**src/rtl/seg_regfile_sb_pkg.sv**
```systemverilog
// Shared definitions for the segment register file and its scoreboard.
// Default geometry and the architectural segment register numbering.
package seg_regfile_sb_pkg;

    localparam int DEF_WIDTH = 16;
    localparam int DEF_DEPTH = 8;
    localparam int DEF_NRD   = 2;

    // Indices 6 and 7 exist in the array but carry no segment meaning.
    typedef enum logic [2:0] {
        ES   = 3'd0,
        CS   = 3'd1,
        SS   = 3'd2,
        DS   = 3'd3,
        FS   = 3'd4,
        GS   = 3'd5,
        RSV6 = 3'd6,
        RSV7 = 3'd7
    } seg_idx_e;

endpackage

```
**src/rtl/seg_rf_entry.sv**
```systemverilog
// One segment register: data word plus its pending-load busy bit.
// The busy bit gives flush precedence over issue, and issue over write-back.
module seg_rf_entry
    import seg_regfile_sb_pkg::*;
#(
    parameter int WIDTH = DEF_WIDTH
) (
    input  logic             clk,
    input  logic             rst_n,
    input  logic             wr_hit,
    input  logic             iss_hit,
    input  logic             flush,
    input  logic [WIDTH-1:0] wr_data,
    output logic [WIDTH-1:0] data,
    output logic             busy
);

    logic busy_nxt;

    always_comb begin
        busy_nxt = busy;
        if (flush) begin
            busy_nxt = 1'b0;
        end else if (iss_hit) begin
            busy_nxt = 1'b1;
        end else if (wr_hit) begin
            busy_nxt = 1'b0;
        end
    end

    always_ff @(posedge clk) begin
        if (!rst_n) begin
            data <= '0;
            busy <= 1'b0;
        end else begin
            if (wr_hit) begin
                data <= wr_data;
            end
            busy <= busy_nxt;
        end
    end

endmodule

```
**src/rtl/seg_regfile_sb.sv**
```systemverilog
// Parametrised segment register file with per-register busy scoreboard,
// multi-port bypassed reads and read-side stall generation.
module seg_regfile_sb
    import seg_regfile_sb_pkg::*;
#(
    parameter  int WIDTH = DEF_WIDTH,
    parameter  int DEPTH = DEF_DEPTH,
    parameter  int NRD   = DEF_NRD,
    localparam int AW    = $clog2(DEPTH)
) (
    input  logic                 clk,
    input  logic                 rst_n,
    input  logic                 wr_en,
    input  logic [AW-1:0]        wr_reg,
    input  logic [WIDTH-1:0]     wr_data,
    input  logic                 iss_en,
    input  logic [AW-1:0]        iss_reg,
    input  logic                 flush,
    input  logic [NRD-1:0]       rd_vld,
    input  logic [NRD*AW-1:0]    rd_reg,
    output logic [NRD*WIDTH-1:0] rd_data,
    output logic [NRD-1:0]       rd_stall,
    output logic [DEPTH-1:0]     busy_vec,
    output logic                 iss_err
);

    logic [DEPTH-1:0] wr_hit;
    logic [DEPTH-1:0] iss_hit;
    logic [DEPTH-1:0] busy;
    logic [WIDTH-1:0] regs [DEPTH];
    logic             err_set;

    always_comb begin
        wr_hit  = '0;
        iss_hit = '0;
        for (int k = 0; k < DEPTH; k++) begin
            wr_hit[k]  = wr_en  && (wr_reg  == AW'(k));
            iss_hit[k] = iss_en && (iss_reg == AW'(k));
        end
    end

    for (genvar k = 0; k < DEPTH; k++) begin : g_entry
        seg_rf_entry #(
            .WIDTH(WIDTH)
        ) u_entry (
            .clk    (clk),
            .rst_n  (rst_n),
            .wr_hit (wr_hit[k]),
            .iss_hit(iss_hit[k]),
            .flush  (flush),
            .wr_data(wr_data),
            .data   (regs[k]),
            .busy   (busy[k])
        );
    end

    // A same-cycle write both forwards its data and releases the stall.
    for (genvar i = 0; i < NRD; i++) begin : g_rd
        logic [AW-1:0] idx;
        logic          byp;

        assign idx = rd_reg[i*AW +: AW];
        assign byp = wr_en && (wr_reg == idx);

        assign rd_data[i*WIDTH +: WIDTH] = byp ? wr_data : regs[idx];
        assign rd_stall[i] = rd_vld[i] && busy[idx] && !byp;
    end

    assign busy_vec = busy;

    // Re-issue to a busy register with no rescuing write is a sticky error.
    assign err_set = iss_en && busy[iss_reg] && !flush
                  && !(wr_en && (wr_reg == iss_reg));

    always_ff @(posedge clk) begin
        if (!rst_n) begin
            iss_err <= 1'b0;
        end else if (err_set) begin
            iss_err <= 1'b1;
        end
    end

endmodule
```
**config.mk**
```make
export PLATFORM = sky130hd
export DESIGN_NAME = seg_regfile_sb
export DESIGN_NICKNAME = d
export VERILOG_FILES = /design/src/rtl/seg_regfile_sb_pkg.sv /design/src/rtl/seg_rf_entry.sv /design/src/rtl/seg_regfile_sb.sv
export SDC_FILE = /design/constraint.sdc
export NUM_CORES = 1
export LEC_CHECK = 0
export BUFFER_PORTS_ARGS = -buffer_cell sky130_fd_sc_hd__buf_2
export CAP_MARGIN = 40
export CORE_MARGIN = 4
export CORE_UTILIZATION = 32
export DETAILED_ROUTE_END_ITERATION = 10
export RECOVER_POWER = 25
export SYNTH_ARGS = -nofsm -noshare
export SYNTH_HDL_FRONTEND = slang
export SYNTH_SLANG_ARGS = --single-unit
```
**constraint.sdc**
```tcl
create_clock -name clk -period 5.6 [get_ports clk]
set_clock_uncertainty 0.2 [all_clocks]
set_input_delay 1.12 -clock clk [delete_from_list [all_inputs] [get_ports clk]]
set_output_delay 1.12 -clock clk [all_outputs]
set_load 0.02 [all_outputs]
```
Yosys cells after proc, flatten, opt, wreduce, memory -nomap -nowiden --
Cells that the tools add are included.
Word-level totals: register bits 137, input port bits 35, output and inout port bits 43, logic and storage cells 113
Operators by class: order comparisons 5, eq/ne operators 17, muxes and demuxes 30, bitwise gates (word level) 3, reductions and logical operators 41
Operators by type and width (number):
- binary-select mux 16 bit (select 3 bit) | 2
- 2-to-1 mux 16 bit | 6
- logical AND 1 bit | 26
- equality test 3 bit, second input constant | 8
- 2-to-1 mux 1 bit | 19
- nonzero test 2 bit | 8
- equality test 3 x 2 -> 1 bit, second input constant | 4
- less-than comparator 3 x 4 -> 1 bit, second input constant | 3
- binary-select mux 1 bit (select 3 bit) | 3
- equality test 3 bit | 3
- >= comparator 4 bit, second input constant | 2
- NOT 3 -> 4 bit | 2
- equality test 3 x 1 -> 1 bit, second input constant | 2
- zero test 3 bit | 2
- zero test 1 bit | 4
- OR reduction 2 bit | 1
- NOT 1 bit | 1

Longest topological paths before layout --
word-level depth 5, mapped depth 7, gate-level depth less buffers 4

Hierarchy --
Synthesis repeated with hierarchy kept, for this count alone.
Unflattened totals: cells, all modules 651, area total of the unflattened synthesis 8311.7 um^2
Modules (own cells, without submodules):
- seg_rf_entry | instances 8, cells each 55, area an instance 655.6 um^2, sequential area each 340.3 um^2
- seg_regfile_sb | instances 1, cells each 211, area an instance 3066.7 um^2, sequential area each 20.0 um^2

Worst setup path after synthesis --
Ideal clock, no wire load.
path kind input to output, start point input rd_reg[5], end point output rd_data[20], arrival time 2.256 ns, required time 4.280 ns, slack 2.024 ns, stages 5, path buffers 2, cells stage by stage buf_2 > xnor2_1 > nand4_1 > clkbuf_1 > a21oi_1
Between the ends: longest elaborated chain between the ends 5, elaborated cells on any way between the ends 7, those cells by class eq/ne (1); mux (4); bitwise (1); reduce/logical (1)
Ends and longest elaborated chain:
- start, declared | line seg_regfile_sb.sv:20 | input logic [NRD*AW-1:0] rd_reg,
- NOT 3 -> 4 bit (not written as such) | line seg_regfile_sb.sv:65 | assign rd_data[i*WIDTH +: WIDTH] = byp ? wr_data : regs[idx];
- binary-select mux 16 bit (select 3 bit) | line seg_regfile_sb.sv:65
- 2-to-1 mux 16 bit (not written as such) (2 in series) | line seg_regfile_sb.sv:65
- 2-to-1 mux 16 bit * | line seg_regfile_sb.sv:65
- end, declared | line seg_regfile_sb.sv:21 | output logic [NRD*WIDTH-1:0] rd_data,
Every way passes the cells marked *; elsewhere a longest branch is shown, timed or not. The select of a mux whose other input is x is not followed.

Worst setup path in the final report --
start point input wr_reg[1], end point output rd_data[30]
Between the ends: longest elaborated chain between the ends 3
Ends and longest elaborated chain:
- start, declared | line seg_regfile_sb.sv:14 | input logic [AW-1:0] wr_reg,
- equality test 3 bit | line seg_regfile_sb.sv:63 | assign byp = wr_en && (wr_reg == idx);
- logical AND 1 bit | line seg_regfile_sb.sv:63
- 2-to-1 mux 16 bit | line seg_regfile_sb.sv:65
No other way between the ends.

==> qor.csv <==
stage,metric,value,unit
outcome,run_status,"finished, violations left",
outcome,violations,"max-capacitance violations, max-slew violations",
finish,layout-drive-gt1-share,18.3,%
route,avgRoutedWirePerCell,20.8,um
logic_synthesis,synth-seq-cells,137,
setup_path,path_cells,"clkbuf_1, xnor2_1, nand4_1, buf_4, a21oi_1, buf_2",
setup_path,cp_data_required_time,4280,ps
pwr,ir_drop,0.181,mV
global_route,grt_pass1_vias,6194,
logic_synthesis,synth.top_cell.area_share,34.1,%
global_route,grt_pass1_wl,37700,um
floorplanning,coreArea,24500,um^2
sta,finalCritPeriodShare,83.4,%
sta,setup_viol,0,
logic_synthesis,syn_avg_cell_area,9.49,um^2
setup_path,slowest_stage,clkbuf_1,
clock_tree,postCtsSetupRepairBufs,0,
route,drtIter0Drc,461,
sta,fmax,214,MHz
route,routed_wl,25100,um
logic_synthesis,async_flop_share,0,%
route,vias,6443,
placed_design,portBuffers,77,
clock_tree,numCtsBuffers,17,
setup_path,critical_path_class,primary input to output port,
logic_synthesis,syn_nets,883,
logic_synthesis,ys_top_cells_by_count,"261 x nand2_1, 137 x dfxtp_1, 118 x a21boi_0, 43 x nor2_1, 36 x mux4_1",
logic_synthesis,synth.most_common_cell,nand2_1,
logic_synthesis,ys.warnings.count,0,
clock_tree,clock_tree.buffer_depth,2,
clock_tree,cts_resized,0,
sta,hold_viol,0,
pwr,p_leak,3.40,nW
logic_synthesis,syn-cell-area,8050,um^2
logic_synthesis,synth_flop_cell,dfxtp_1,
clock_tree,numClockSinks,137,
logic_synthesis,syn_inst,848,
placed_design,dpl.hpwl,15900,um
finish,n_antenna_cell,0,
setup_path,slowest_delay,590,ps
sta,slew_violations,17,
global_route,gr-usage-all-layers,17.5,%
logic_synthesis,synth_edf_count,0,
global_route,antenna_found_initial,0,
route,drc,0,
clock_tree,cts_tree,done,
clock_tree,cts-htree-levels,4,
placed_design,place.gp.congestion,0.787,
floorplanning,start_util,32.8,%
hold_path,hp-class,flip-flop to flip-flop,
floorplanning,die_h,167,um
logic_synthesis,synth_cell_types,33,
pwr,power.density,276,nW/um^2
route,first_pass_iters,5,
finish,fin_nets,906,
clock_tree,clk_latency,420,ps
route,routed_via_density,5.34,
setup_path,critical_path_peak_fanout,21,
setup_path,crit_path_end_kind,output port,
floorplanning,rows,57,
sta,min_period,4670,ps
logic_synthesis,yosysSeqAreaShare,34.1,%
logic_synthesis,yosysTopAreaCell,dfxtp_1,
global_route,grt_max_degree,83,
logic_synthesis,synthTopCellsByArea,"dfxtp_1 34%, nand2_1 12%, mux4_1 12%",
clock_tree,cts-root-buf,clkbuf_16,
clock_tree,clk_pin_slew,60,ps
sta,rsz0062_at_grt,no,
global_route,gr-total-overflow,0,
floorplanning,boundaryPins,78,
route,ant_nets,0,
sta,relSlewSlack,-14.0,%
sta,tightest_slew,1700,ps
setup_path,critPathLaunchType,primary input,
sta,finalSetupTns,0,ps
finish,synthToLayoutAreaGrowth,12.2,%
floorplanning,dieArea,27700,um^2
job,drv_cap,1,
setup_path,arrival,3350,ps
sta,fin_worst_hold_slack,267,ps
clock_tree,hold_buffers,0,
floorplanning,dieWidth,167,um
-- where the power goes --
group / internal (W) / leakage (nW) / switching, W / total, W
Combinational: 0.000108 / 1.99 / 0.000181 / 0.000289
Sequential: 0.000995 / 1.11 / 0.0000150 / 0.00101
Clock: 0.000751 / 0.301 / 0.000442 / 0.00119
-- registers in the layout, summed over array words and instances (netlist names) --
signal                count
g_entry.u_entry.data    128
iss_err                   1
g_entry.u_entry.busy      8
-- per-stage QoR --
stage | util, % | instances | power, W | setup WS (ps) | cell area [um^2]
after global placement | 34.2 | 1172 | 0.00132 | 1220 | 8380
final | 36.8 | 1207 | 0.00249 | 931 | 9030
after global routing | 36.8 | 1207 | 0.00256 | 807 | 9030
after CTS | 37.0 | 1207 | 0.00251 | 1240 | 9070
after detailed placement | 34.5 | 1176 | 0.00132 | 1250 | 8450
after floorplan | - | 848 | 0.00124 | 2020 | 8050
-- worst max-delay path: cells and delay by family --
| family | cells | cell delay, ps |
|---|---|---|
| AND/OR/NAND/NOR | 1 | 480 |
| AO/OA/AOI/OAI | 1 | 310 |
| buffers and inverters | 3 | 1240 |
| XOR/XNOR | 1 | 190 |
-- cell type report --
class	count	area, um^2
Tap cell	324	405
Multi-Input combinational cell	621	4720
Inverter	1	3.75
Clock buffer	18	439
Fill cell	2523	15500
Sequential cell	137	2740
Clock inverter	13	178
Timing Repair Buffer	93	533
-- routing by layer --
layer	up-vias	track usage, %	wire (um)
li1	3017	-	-
met3	24	3.03	1530
met2	209	28.1	11700
met4	0	4.34	293
met1	3193	24.7	11500
met5	-	0	0
-- kinds of logic (layout without fill, tap and decap cells) --
group / count (synthesis) / in the layout / share of synthesized area (%)
buffers and inverters: 90 / 125 / 6.94
multiplexers: 105 / 105 / 25.5
AND/OR/NAND/NOR: 337 / 337 / 17.6
AO/OA/AOI/OAI: 170 / 170 / 14.9
flip-flops: 137 / 137 / 34.1
XOR/XNOR: 9 / 9 / 0.980
-- final timing paths --
| check | from | slack [ps] | end | cells past startpoint |
|---|---|---|---|---|
| hold / removal | iss_err | 270 | iss_err | 2 |
| setup reg to reg | g_entry[7].u_entry.busy | 4220 | iss_err | 3 |
| hold reg to reg | iss_err | 270 | iss_err | 2 |
| setup / recovery | wr_reg[1] | 930 | rd_data[30] | 6 |
-- placed cells by master, fill, tap and decap left out, types with 9 or more instances in the layout --
cell type	synthesis	layout
dfxtp_1	137	137
xnor2_1	9	9
clkbuf_16	0	17
buf_4	26	10
nand2_1	261	261
mux4_1	36	36
a21oi_1	33	33
clkbuf_1	33	9
buf_2	18	70
mux4_2	33	33
mux2i_1	35	35
nor2_1	43	45
a21boi_0	118	123
Power figures use the tool's default switching activity.
